--- config.mk ---
export PLATFORM = sky130hd
export DESIGN_NAME = red_pitaya_haze_limiter
export DESIGN_NICKNAME = d
export VERILOG_FILES = /design/src/rtl/red_pitaya_haze_limiter.sv
export SDC_FILE = /design/constraint.sdc
export NUM_CORES = 1
export LEC_CHECK = 0
export CAP_MARGIN = 20
export CORE_UTILIZATION = 45
export CTS_CLUSTER_DIAMETER = 40
export DETAILED_ROUTE_END_ITERATION = 8
export GPL_TIMING_DRIVEN = 0
export PLACE_DENSITY = 0.66
export SYNTH_ARGS = -nofsm -noshare
export SYNTH_HDL_FRONTEND = slang
export SYNTH_SLANG_ARGS = --single-unit
--- constraint.sdc ---
create_clock -name clk_i -period 12.93 [get_ports clk_i]
set_input_delay 2.586 -clock clk_i [delete_from_list [all_inputs] [get_ports clk_i]]
set_output_delay 2.586 -clock clk_i [all_outputs]
set_load 0.01 [all_outputs]
--- src/rtl/red_pitaya_haze_limiter.sv ---
// Output limiter for the haze mixing stage: clamps samples to [MIN, MAX] with an optional
// slew limit, a BYPASS/TRACK/HOLD mode machine and saturation statistics on a simple bus.
module red_pitaya_haze_limiter #(
  parameter int unsigned CNTBITS  = 16,
  parameter int unsigned STEPBITS = 13
) (
  input  logic               clk_i,
  input  logic               rstn_i,
  input  logic signed [13:0] dat_i,
  output logic signed [13:0] dat_o,
  input  logic        [15:0] addr,
  input  logic               wen,
  input  logic               ren,
  output logic               ack,
  output logic        [31:0] rdata,
  input  logic        [31:0] wdata
);

  localparam logic [15:0] AddrMin    = 16'h0100;
  localparam logic [15:0] AddrMax    = 16'h0104;
  localparam logic [15:0] AddrStep   = 16'h0108;
  localparam logic [15:0] AddrCtrl   = 16'h010C;
  localparam logic [15:0] AddrStatus = 16'h0110;

  localparam logic [CNTBITS-1:0] CntOne = {{(CNTBITS-1){1'b0}}, 1'b1};

  typedef enum logic [1:0] {
    StBypass = 2'd0,
    StTrack  = 2'd1,
    StHold   = 2'd2
  } state_e;

  state_e                r_state;
  state_e                w_state_nxt;
  logic signed [13:0]    r_min;
  logic signed [13:0]    r_max;
  logic [STEPBITS-1:0]   r_step;
  logic                  r_enable;
  logic                  r_hold;
  logic                  r_hi;
  logic                  r_lo;
  logic [CNTBITS-1:0]    r_cnt;
  logic signed [13:0]    r_dat;
  logic                  r_ack;
  logic [31:0]           r_rdata;

  logic                  w_wr_min;
  logic                  w_wr_max;
  logic                  w_wr_step;
  logic                  w_wr_ctrl;
  logic                  w_clear;
  logic                  w_evt_hi;
  logic                  w_evt_lo;
  logic [31:0]           w_rd_mux;
  logic                  w_unused;

  logic signed [15:0]    w_din;
  logic signed [15:0]    w_min;
  logic signed [15:0]    w_max;
  logic signed [15:0]    w_out;
  logic signed [15:0]    w_step;
  logic signed [15:0]    w_tgt;
  logic signed [15:0]    w_up;
  logic signed [15:0]    w_dn;
  logic signed [15:0]    w_lim;
  logic signed [15:0]    w_dat_nxt;

  assign w_wr_min  = wen && (addr == AddrMin);
  assign w_wr_max  = wen && (addr == AddrMax);
  assign w_wr_step = wen && (addr == AddrStep);
  assign w_wr_ctrl = wen && (addr == AddrCtrl);
  assign w_clear   = w_wr_ctrl && wdata[2];
  assign w_unused  = ^wdata[31:14];

  // Widen to 16 bits so slew steps near full scale never wrap.
  assign w_din  = 16'(dat_i);
  assign w_min  = 16'(r_min);
  assign w_max  = 16'(r_max);
  assign w_out  = 16'(r_dat);
  assign w_step = signed'({{(16 - STEPBITS){1'b0}}, r_step});
  assign w_up   = w_out + w_step;
  assign w_dn   = w_out - w_step;

  assign w_evt_hi = (r_state != StBypass) && (w_din > w_max);
  assign w_evt_lo = (r_state != StBypass) && (w_din < w_min);

  always_comb begin
    // MAX is applied last so an inverted window collapses onto MAX.
    w_tgt = w_din;
    if (w_tgt < w_min) w_tgt = w_min;
    if (w_tgt > w_max) w_tgt = w_max;

    w_lim = w_tgt;
    if (r_step != '0) begin
      if (w_tgt > w_up) begin
        w_lim = w_up;
      end else if (w_tgt < w_dn) begin
        w_lim = w_dn;
      end
    end
    if (w_lim < w_min) w_lim = w_min;
    if (w_lim > w_max) w_lim = w_max;

    case (r_state)
      StTrack: w_dat_nxt = w_lim;
      StHold:  w_dat_nxt = w_out;
      default: w_dat_nxt = w_din;
    endcase
  end

  always_comb begin
    w_state_nxt = r_state;
    case (r_state)
      StBypass: begin
        if (r_enable) w_state_nxt = r_hold ? StHold : StTrack;
      end
      StTrack: begin
        if (!r_enable)  w_state_nxt = StBypass;
        else if (r_hold) w_state_nxt = StHold;
      end
      StHold: begin
        if (!r_enable)   w_state_nxt = StBypass;
        else if (!r_hold) w_state_nxt = StTrack;
      end
      default: w_state_nxt = StBypass;
    endcase
  end

  always_comb begin
    w_rd_mux = '0;
    case (addr)
      AddrMin:    w_rd_mux = {{18{r_min[13]}}, r_min};
      AddrMax:    w_rd_mux = {{18{r_max[13]}}, r_max};
      AddrStep:   w_rd_mux[STEPBITS-1:0] = r_step;
      AddrCtrl:   w_rd_mux[1:0] = {r_hold, r_enable};
      AddrStatus: begin
        w_rd_mux[1:0]           = r_state;
        w_rd_mux[2]             = r_hi;
        w_rd_mux[3]             = r_lo;
        w_rd_mux[16 +: CNTBITS] = r_cnt;
      end
      default:    w_rd_mux = '0;
    endcase
  end

  always_ff @(posedge clk_i or negedge rstn_i) begin
    if (!rstn_i) begin
      r_state  <= StBypass;
      r_min    <= 14'sh2000;
      r_max    <= 14'sh1FFF;
      r_step   <= '0;
      r_enable <= 1'b0;
      r_hold   <= 1'b0;
      r_dat    <= '0;
      r_ack    <= 1'b0;
      r_rdata  <= '0;
    end else begin
      r_state <= w_state_nxt;
      r_dat   <= w_dat_nxt[13:0];
      r_ack   <= wen | ren;
      r_rdata <= ren ? w_rd_mux : '0;
      if (w_wr_min)  r_min  <= wdata[13:0];
      if (w_wr_max)  r_max  <= wdata[13:0];
      if (w_wr_step) r_step <= wdata[STEPBITS-1:0];
      if (w_wr_ctrl) begin
        r_enable <= wdata[0];
        r_hold   <= wdata[1];
      end
    end
  end

  // CLEAR has priority over a coincident saturation event.
  always_ff @(posedge clk_i or negedge rstn_i) begin
    if (!rstn_i) begin
      r_hi  <= 1'b0;
      r_lo  <= 1'b0;
      r_cnt <= '0;
    end else if (w_clear) begin
      r_hi  <= 1'b0;
      r_lo  <= 1'b0;
      r_cnt <= '0;
    end else begin
      if (w_evt_hi) r_hi <= 1'b1;
      if (w_evt_lo) r_lo <= 1'b1;
      if ((w_evt_hi || w_evt_lo) && !(&r_cnt)) r_cnt <= r_cnt + CntOne;
    end
  end

  assign dat_o = r_dat;
  assign ack   = r_ack;
  assign rdata = r_rdata;

endmodule

==> impl_summary.log, run 1 <==
INFO  metric achievable-frequency = 0.0788 GHz
INFO  metric crit_required = 13.18 ns
INFO  metric clock_buffers_created_by_tritoncts = 9
INFO  metric timing_worst_slew_pin_value = 0.811 ns
INFO  metric drv_slew = 0
INFO  metric routed_wl = 30.5 mm
INFO  metric path_clk_slew = 0.09 ns
INFO  metric postLayoutSetupSlackWorst = 0.236 ns
INFO  metric crit_type = in2reg
INFO  metric cts_tree = built
INFO  metric crit_path_frequent_cell = ha_1
INFO  metric fp.dieH = 148 µm
INFO  metric gr-usage-all-layers = 28.2%
INFO  metric grt_antenna_before_repair = 0
INFO  metric critPathCaptureType = flip-flop
INFO  metric max-cap-violations = 0
INFO  metric critical_path_buf_inv_count = 7
INFO  metric antenna_diodes = 0
INFO  metric fin_skew = 0.0150 ns
INFO  metric clock-sinks = 108
INFO  metric power.ir.vdd_worst = 0.0000567 V
INFO  metric wire_length_of_the_first_global_routing_pass = 47.2 mm
INFO  metric post_drt_wl_per_cell = 20.7 µm
INFO  metric synth_seq_cells = 108
INFO  metric dr_total_vias = 8845
INFO  metric remaining_drc_errors = 0
INFO  metric ys_types = 70
INFO  metric edff_count_synth = 0
INFO  metric post_cts_hold_buffer_count = 0
INFO  metric start_util = 45.8%
INFO  metric ys.flop_type = dfrtp_1
INFO  metric worst_case_headroom_to_the_max_slew_limit = 46.0%
INFO  metric hpwl_after_detailed_placement = 24.2 mm
INFO  metric synthesis.area = 9590 µm²
INFO  metric floorplan.die_area = 21900 µm²
INFO  metric largest_stage_delay_on_the_critical_path = 0.56 ns
INFO  metric clock_tree.htree_level_count = 3
INFO  metric worst_setup_path_start_kind = input pin
INFO  metric crit_arrival = 12.94 ns
INFO  metric ctsLongestPathBuffers = 2
INFO  metric layout_cells_sized_above_1 = 15.9%
INFO  metric synthToLayoutAreaGrowth = 21.8%
INFO  metric p_leak = 5.06 nW
INFO  metric placement_rows = 53
INFO  metric detailedRoute.firstPassIterationCount = 6
INFO  metric layout_common_cells = 126 x ha_1, 105 x nor2_1, 94 x dfrtp_1
INFO  metric pre_cts_slack = -3.00 ns
INFO  metric syn_nets = 1267
INFO  metric synth.yosys.seq_area_share = 28.4%
INFO  metric period_needed = 12.69 ns
INFO  metric boundaryPins = 113
INFO  metric status = complete, no violations
INFO  metric design.core.area = 21000 µm²
INFO  metric detail-route-antenna-nets = 0
INFO  metric num-nets-final = 1389
INFO  metric cts.root.buffer_cell = clkbuf_16
INFO  metric synth_warnings = 0
INFO  metric grt_start_max_net_pins = 57
INFO  metric instance_count_of_the_mapped_netlist = 1073
INFO  metric detail_route.vias_per_cell = 6.00
INFO  metric mostFrequentLayoutCell = ha_1
INFO  metric drt_first_iter_violations = 670
INFO  metric first_global_vias = 8533
INFO  metric part_of_the_cycle_the_worst_path_needs = 98.2%
INFO  metric holdWs = 0.486 ns
INFO  metric gp_congestion = 0.952
INFO  metric globalRoute.totalOverflow = 0
INFO  metric critPathSlowestCell = clkdlybuf4s50_1
INFO  metric die_w = 148 µm
INFO  metric hold_class = reg2reg
INFO  metric cellPowerDensity = 75.6 nW/µm²
INFO  metric worstPathMaxFanout = 10
INFO  metric finalSetupViolations = 0
INFO  metric utilization_after_layout = 55.7%
INFO  metric place.port_buffers = 93
INFO  metric async_reset_ff_share = 100%
INFO  metric final_hold_vios = 0
INFO  metric syn-mean-instance-area = 8.94 µm²
INFO  metric worst_skew_pair.late_latency = 0.38 ns
INFO  metric cpLargestDelayFamily = compound AO/OA/AOI/OAI gates
worst reg2reg max path: cells and delay by family (launching register included):
kind / cells / cell delay (ns)
AOI/OAI and AO/OA: 26 / 5.22
adders and majority gates: 5 / 1.53
buffers and inverters: 7 / 1.24
DFF: 1 / 0.62
muxes: 4 / 1.31
and+or+nand+nor: 8 / 0.95
stage by stage:
| step | area (µm²) | cells | power [mW] | setup TNS [ns] |
|---|---|---|---|---|
| after detailed placement | 10900 | 1443 | 0.562 | -38.13 |
| after floorplan | 9590 | 1073 | 0.485 | 0 |
| after global placement | 10900 | 1441 | 0.559 | -37.86 |
| after CTS | 11500 | 1467 | 0.873 | 0 |
| after global routing | 11700 | 1475 | 0.922 | -0.0598 |
| final | 11700 | 1475 | 0.883 | 0 |
cell type report:
cell class | instances | area [µm²]
timing repair buffer | 112 | 1110
clock buffer | 9 | 225
tap | 275 | 344
multi-input combinational | 845 | 6680
clock inverter | 7 | 91.3
sequential | 108 | 2720
fill | 1936 | 9280
buffer | 44 | 225
inverter | 75 | 282
registers in the layout, summed over array words and instances (netlist names):
signal    count
r_enable      1
r_lo          1
r_hi          1
r_min        14
r_state       2
r_max        14
dat_o        14
r_hold        1
r_step       13
rdata        30
ack           1
r_cnt        16
report_power, final:
group,total [mW],leakage [nW],switching [mW],internal [mW]
clock,0.296,0.152,0.156,0.140
sequential,0.351,1.32,0.00844,0.342
combinational,0.236,3.58,0.133,0.103
cell families after synthesis:
| family | share of synthesized area (%) |
|---|---|
| xor+xnor | 3.01 |
| compound gates | 19.7 |
| simple gates | 16.3 |
| fa+ha+maj | 16.9 |
| mux | 10.9 |
| buf+inv | 4.90 |
| flops | 28.4 |
final timing paths:
| path | startpoint | end | slack [ns] | cells past startpoint |
|---|---|---|---|---|
| hold reg to reg | r_hold | r_state[0] | 0.49 | 1 |
| min in group asynchronous | rstn_i | ack | 2.25 | 1 |
| max in group asynchronous | rstn_i | r_min[13] | 9.90 | 2 |
| setup / recovery | dat_i[5] | dat_o[1] | 0.24 | 48 |
| hold / removal | r_hold | r_state[0] | 0.49 | 1 |
| setup reg to reg | r_min[13] | dat_o[1] | 1.95 | 50 |
Yosys cell counts (4+ instances only):
master    count  share of area [%]
nor2b_1      21                1.4
o21ai_1       4               0.21
o31ai_1      11               0.86
o21bai_1      7               0.55
a21oi_1      75                3.9
nand2b_1      9               0.59
ha_1        126                 16
nand2_1      55                2.2
mux2i_1      25                2.6
a211oi_1      6               0.47
and2_1        6               0.39
a22oi_1      19                1.5
dfrtp_1      94                 25
nand3b_1      6               0.47
a21o_1       24                1.9
o21a_1        4               0.31
o41ai_1       4               0.37
nor3b_1       5               0.39
mux2_2       65                7.6
and3_1       15               0.98
or3_1         7               0.46
o21ai_0      54                2.8
a221oi_1      6               0.55
a211o_1       5               0.46
nor2_1      107                4.2
a311o_1       7               0.73
dfstp_2      14                3.8
nor3_1       16               0.83
inv_1        73                2.9
xnor2_1      27                2.5
o22ai_1       5               0.33
or2_2         4               0.26
nor4_1       10               0.65
and4_1        9               0.82
a31o_2        8               0.73
nand4_1      20                1.3
xor2_1        6               0.55
o211ai_1      7               0.55
clkbuf_1     37                1.4
nand3_1      17               0.89
metal layers:
layer  track usage [%]  vias up  part of all wire [%]
met5                 0        -                     0
met1              37.7     4257                    44
li1                  -     4192                     -
met4              10.1        0                   3.2
met3              5.52       70                   6.8
met2              45.0      326                    46
repair_timing:
action                     4_1_cts  5_1_grt
setup buffers                    9        7
pin swaps                        6       13
resized for setup               54       43
setup endpoints to repair       14       14
No activity file was read; power rests on OpenSTA's default activity.
==> run 2, diff against run 1 <==
- CTS_CLUSTER_SIZE: unset -> 24
==> results of run 2 <==
The final DEF is identical to that of run 1; final timing and power are the same.
